**src/rtl/multicycle_control.sv**
```systemverilog
// multicycle_control: multi-cycle MIPS sequencer FSM with memory wait states, bus timeout, IRQ and exception entry.
// Optional PERF_COUNT_EN adds retired/cycles performance counters.
module multicycle_control #(
  parameter int MEM_TIMEOUT = 15
) (
  input  logic       clk,
  input  logic       reset,
  input  logic [5:0] OpCode,
  input  logic [5:0] Funct,
  input  logic       IRQ,
  input  logic       ker,
  input  logic       Zero,
  input  logic       mem_ready,
  output logic       PCWrite,
  output logic       PCWriteCond,
  output logic       IorD,
  output logic       MemRead,
  output logic       MemWrite,
  output logic       IRWrite,
  output logic       RegWrite,
  output logic [1:0] RegDst,
  output logic [1:0] MemtoReg,
  output logic [1:0] ALUSrcA,
  output logic [1:0] ALUSrcB,
  output logic       ExtOp,
  output logic       LuOp,
  output logic [1:0] PCSource,
  output logic       Interrupt,
  output logic       Exception,
  output logic       BusErr,
  output logic [3:0] state
`ifdef PERF_COUNT_EN
  ,
  output logic [31:0] retired,
  output logic [31:0] cycles
`endif
);
  typedef enum logic [3:0] {
    S_IF, S_ID, S_EX_R, S_EX_I, S_MEM_ADDR, S_MEM_RD, S_MEM_WR, S_WB_R,
    S_WB_I, S_WB_MEM, S_BR, S_JMP, S_JR, S_INT, S_EXC
  } stateT;
  stateT cur, nxt, idNext, endNext;
  logic live, shiftOp, rAlu, memWait, timeout, busAbort, unusedZero;
  logic [7:0] waitCnt;
  assign unusedZero = Zero;
  assign state = cur;
  assign shiftOp = Funct inside {6'h00, 6'h02, 6'h03};
  assign rAlu = shiftOp || (Funct inside {[6'h20:6'h27], 6'h2A});
  assign idNext = OpCode == 6'h00 ? (rAlu ? S_EX_R : (Funct inside {6'h08, 6'h09}) ? S_JR : S_EXC)
    : (OpCode inside {6'h02, 6'h03}) ? S_JMP
    : (OpCode inside {6'h01, [6'h04:6'h07]}) ? S_BR
    : (OpCode inside {[6'h08:6'h0C], 6'h0F}) ? S_EX_I
    : (OpCode inside {6'h23, 6'h2B}) ? S_MEM_ADDR : S_EXC;
  assign endNext = (IRQ && !ker) ? S_INT : S_IF;
  assign memWait = cur inside {S_IF, S_MEM_RD, S_MEM_WR};
  assign timeout = waitCnt == 8'(MEM_TIMEOUT);
  assign busAbort = memWait && timeout;
  // a timeout that was already reached wins over a late mem_ready
  always_comb begin
    nxt = S_IF;
    case (cur)
      S_IF:       nxt = timeout ? S_EXC : mem_ready ? S_ID : S_IF;
      S_ID:       nxt = idNext;
      S_EX_R:     nxt = S_WB_R;
      S_EX_I:     nxt = S_WB_I;
      S_MEM_ADDR: nxt = OpCode == 6'h2B ? S_MEM_WR : S_MEM_RD;
      S_MEM_RD:   nxt = timeout ? S_EXC : mem_ready ? S_WB_MEM : S_MEM_RD;
      S_MEM_WR:   nxt = timeout ? S_EXC : mem_ready ? endNext : S_MEM_WR;
      S_WB_R, S_WB_I, S_WB_MEM, S_BR, S_JMP, S_JR: nxt = endNext;
      default:    nxt = S_IF;
    endcase
  end
  // live is low from reset until the first edge after release, keeping every output quiet
  always_ff @(posedge clk or negedge reset) begin
    if (!reset) begin
      live <= 1'b0;
      cur <= S_IF;
      waitCnt <= 8'd0;
      BusErr <= 1'b0;
    end else begin
      live <= 1'b1;
      if (live) begin
        cur <= nxt;
        waitCnt <= nxt == cur ? waitCnt + 8'd1 : 8'd0;
        BusErr <= BusErr | busAbort;
      end
    end
  end
  always_comb begin
    PCWrite = 1'b0;
    PCWriteCond = 1'b0;
    IorD = 1'b0;
    MemRead = 1'b0;
    MemWrite = 1'b0;
    IRWrite = 1'b0;
    RegWrite = 1'b0;
    RegDst = 2'd0;
    MemtoReg = 2'd0;
    ALUSrcA = 2'd0;
    ALUSrcB = 2'd0;
    ExtOp = 1'b0;
    LuOp = 1'b0;
    PCSource = 2'd0;
    Interrupt = 1'b0;
    Exception = 1'b0;
    if (live) begin
      case (cur)
        S_IF: begin
          MemRead = 1'b1;
          ALUSrcB = 2'd1;
          IRWrite = mem_ready && !timeout;
          PCWrite = mem_ready && !timeout;
        end
        S_ID: begin
          ALUSrcB = 2'd3;
          ExtOp = 1'b1;
        end
        S_EX_R: ALUSrcA = shiftOp ? 2'd2 : 2'd1;
        S_WB_R: RegWrite = 1'b1;
        S_EX_I: begin
          ALUSrcA = 2'd1;
          ALUSrcB = 2'd2;
          ExtOp = OpCode inside {[6'h08:6'h0B]};
          LuOp = OpCode == 6'h0F;
        end
        S_WB_I: begin
          RegWrite = 1'b1;
          RegDst = 2'd1;
        end
        S_MEM_ADDR: begin
          ALUSrcA = 2'd1;
          ALUSrcB = 2'd2;
          ExtOp = 1'b1;
        end
        S_MEM_RD: begin
          IorD = 1'b1;
          MemRead = 1'b1;
        end
        S_MEM_WR: begin
          IorD = 1'b1;
          MemWrite = 1'b1;
        end
        S_WB_MEM: begin
          RegWrite = 1'b1;
          RegDst = 2'd1;
          MemtoReg = 2'd1;
        end
        S_BR: begin
          ALUSrcA = 2'd1;
          PCWriteCond = 1'b1;
          PCSource = 2'd1;
        end
        S_JMP: begin
          PCWrite = 1'b1;
          PCSource = 2'd2;
          RegWrite = OpCode == 6'h03;
          RegDst = OpCode == 6'h03 ? 2'd2 : 2'd0;
          MemtoReg = OpCode == 6'h03 ? 2'd2 : 2'd0;
        end
        S_JR: begin
          PCWrite = 1'b1;
          ALUSrcA = 2'd1;
          RegWrite = Funct == 6'h09;
          MemtoReg = Funct == 6'h09 ? 2'd2 : 2'd0;
        end
        S_INT, S_EXC: begin
          RegWrite = 1'b1;
          RegDst = 2'd3;
          MemtoReg = 2'd2;
          PCWrite = 1'b1;
          PCSource = 2'd3;
          Interrupt = cur == S_INT;
          Exception = cur == S_EXC;
        end
        default: ;
      endcase
    end
  end
`ifdef PERF_COUNT_EN
  logic instEnd;
  assign instEnd = (cur inside {S_WB_R, S_WB_I, S_WB_MEM, S_BR, S_JMP, S_JR})
    || (cur == S_MEM_WR && mem_ready && !timeout);
  always_ff @(posedge clk or negedge reset) begin
    if (!reset) begin
      retired <= 32'd0;
      cycles <= 32'd0;
    end else begin
      cycles <= cycles + 32'd1;
      if (live && instEnd) retired <= retired + 32'd1;
    end
  end
`endif
endmodule

```
**config.mk**
```make
export PLATFORM = sky130hd
export DESIGN_NAME = multicycle_control
export DESIGN_NICKNAME = d
export VERILOG_FILES = /design/src/rtl/multicycle_control.sv
export SDC_FILE = /design/constraint.sdc
export NUM_CORES = 1
export LEC_CHECK = 0
export ABC_CLOCK_PERIOD_IN_PS = 3000
export CAP_MARGIN = 20
export CORE_ASPECT_RATIO = 2
export CORE_MARGIN = 4
export CORE_UTILIZATION = 49
export CTS_CLUSTER_DIAMETER = 60
export DETAILED_ROUTE_END_ITERATION = 10
export PLACE_DENSITY = 0.88
export SYNTH_ARGS = -nofsm -noshare
export SYNTH_HDL_FRONTEND = slang
export SYNTH_SLANG_ARGS = --single-unit
```
**constraint.sdc**
```tcl
create_clock -name clk -period 3 [get_ports clk]
set_input_delay 0.45 -clock clk [delete_from_list [all_inputs] [get_ports clk]]
set_output_delay 0.45 -clock clk [all_outputs]
set_load 0.02 [all_outputs]
```
==> results.toml, run 1 <==
[final_layout]
nNetsFinal = 308
fill_cells = 254
design_area_um2 = 2300
stdcell_count = 319
syn_to_final_growth_pct = 39.5
mostFrequentLayoutCells = "clkdlybuf4s50_1 (38), buf_4 (26), nand2_1 (23)"
drive_gt1_share_pct = 14.2
n_antenna_cell = 0
layout_commonest_cell = "clkdlybuf4s50_1"

[timing]
tightestPinTransition_ns = 0.633
rsz0062_at_grt = "false"
fin_crit_sh_pct = 94.8
hold_viol_final = 0
finalCriticalPeriod_ns = 2.84
tns_ns = 0
hold_ws_ns = 0.469
fmax_mhz = 352
slew_violations = 0
fin_worst_skew_ns = 0.00151
relSlewSlack_pct = 57.7
finalSetupViolCount = 0

[cts]
clock_latency_ns = 0.25
clkSinkCount = 14
cts-root-buf = "clkbuf_8"
cts_buffer_depth = 2
clk_pin_slew_ns = 0.06
cts_buffers = 3
htreeDepth = 1
cts_hold_buf = 0
cts_tree = "built"

[setup_path]
critical_path_required_ns = 2.55
crit_path_max_fanout = 5
crit_arrival_ns = 2.39
crit_path_end_kind = "output pin"
worstSetupPathType = "reg -> out"
cp-start-kind = "register"
r2r_slack_ns = 0.52

[global_routing]
grt_pass1_vias = 2098
grt_pass1_wl_um = 9400
grt_max_degree = 32
grt_overflow = 0
track_usage_pct = 25.6
antenna_found_initial = 0

[placed_design]
placed_cells = 314
hpwl_um = 4320
post_dp_cell_area_um2 = 2210
portBuffers = 42
routabilityCongestion = 0.926

[floorplan]
die_area_um2 = 4410
rows = 29
io_pins = 44
die_w_um = 49.0
core_area_um2 = 3190
initial_core_util_pct = 51.6
die_y_um = 90.0

[synth]
synth_edf_count = 0
ys_warn_count = 0
async_flop_share_pct = 100
yosys.cell_types.count = 58
synthCells = 233
synth_ff_type = "dfrtp_1"
syn_area_um2 = 1650
ys_seq_area_share_pct = 21.3
ys_seq_elements = 14
syn_nets = 252
synth.avg_cell_area_um2 = 7.07

[power_and_ir_drop]
intPower_mw = 0.946
p_per_area_nw_per_um2 = 825
p_sw_share_pct = 50.1
clock_power_share_pct = 9.7
p_seq_share_pct = 13.2
power.switching_mw = 0.951
leakage_nw = 0.935
irDropWorstVdd_mv = 0.666
p_comb_share_pct = 77.0

[job]
maxCapViolations = 0

[routing]
ant_nets = 0
routed_via_density = 6.56
wl_per_cell_um = 17.3
first_iter_violations = 73
routed_wirelength_um = 5520
drtPass1Iterations = 4
vias = 2094
drc = 0

[worst_hold_path]
hp-class = "reg -> reg"

[run_status]
status = "complete, no violations"
logic make-up after synthesis:
family	count (synthesis)	synth area share, %
flip-flops	14	21.3
XOR/XNOR	4	2.13
multiplexers	3	1.90
AO/OA/AOI/OAI	68	28.1
other	1	0.228
adder cells (fa/ha/maj)	1	0.759
buffers and inverters	27	7.06
AND/OR/NAND/NOR	115	38.6
worst max-delay path, stage by stage, from the launching register on:
cell and delay [ns]:
dfrtp_1 0.41, ha_1 0.27, nand4b_1 0.20, o21ai_0 0.21
or4_1 0.44, a21oi_1 0.15, o21a_1 0.14, dlygate4sd2_1 0.33
state kept, by name, indices dropped and copies added (netlist names):
register and cells:
BusErr 1, live 1, waitCnt 8, state 4
what timing repair did:
action,CTS,global route
pin swaps,0,1
setup endpoints to repair,4,5
gates resized for setup,12,4
buffers inserted,0,1
Yosys cell counts (3+ instances only):
library cell   n  area, um2
a21o_1         3       22.5
a21oi_1       16       80.1
a221oi_1       3       26.3
a31oi_1        3       18.8
and3_1         6       37.5
buf_1          3       11.3
buf_2          3       15.0
clkbuf_1       8       30.0
dfrtp_1       14        350
inv_1         11       41.3
nand2_1       23       86.3
nand2b_1       6       37.5
nand3_1       10       50.1
nand4_1        8       50.1
nor2_1        19       71.3
nor2b_1        9       56.3
nor3_1         7       35.0
nor3b_1        3       22.5
nor4_1         4       25.0
o211ai_1       5       37.5
o21a_1         3       22.5
o21ai_0       12       60.1
o221ai_1       3       26.3
o22ai_1        4       25.0
metrics by stage:
stage	util [%]	setup WS, ns	total power, mW
floorplan	-	0.276	1.15
global placement	69.3	-0.527	1.66
detailed placement	69.3	-0.578	1.69
CTS	71.3	-0.0610	1.87
global route	72.0	0.0300	2.04
finish	72.0	0.156	1.90
power by group through the flow:
stage / Sequential (mW) / Combinational [mW] / Clock [mW]
floorplan: 0.281 / 0.869 / 0
global placement: 0.249 / 1.41 / 0
detailed placement: 0.253 / 1.43 / 0
CTS: 0.250 / 1.43 / 0.187
global route: 0.254 / 1.59 / 0.198
finish: 0.251 / 1.46 / 0.184
metal layers:
metal / part of all wire (%) / vias to the layer above / GRT usage, %
li1: - / 992 / -
met1: 33 / 970 / 26.0
met3: 4.9 / 39 / 3.81
met4: 6.4 / 0 / 17.3
met2: 55 / 93 / 45.9
met5: 0 / - / 0
final cells by class:
cell class,instances,area (um2),area share (%)
Inverter,11,41.3,1.80
Multi-Input combinational cell,192,1210,52.6
Clock buffer,4,55.1,2.40
Tap cell,31,38.8,1.69
Sequential cell,14,350,15.2
Timing Repair Buffer,67,604,26.3
worst paths after layout:
path                            startpoint         end  cells past startpoint
worst max-delay path            waitCnt[0]     PCWrite                      7
worst min-delay path                BusErr      BusErr                      1
worst max register to register    state[3]  waitCnt[4]                      8
worst min register to register      BusErr      BusErr                      1
max in group asynchronous            reset  waitCnt[4]                      1
min in group asynchronous            reset  waitCnt[5]                      1
Power figures use the tool's default switching activity.
==> run 2: changes to the inputs <==
Settings changed: CAP_MARGIN 20 to not set.
==> results of run 2 <==
Same layout as run 1: the final DEF is identical, and so are final timing and power.
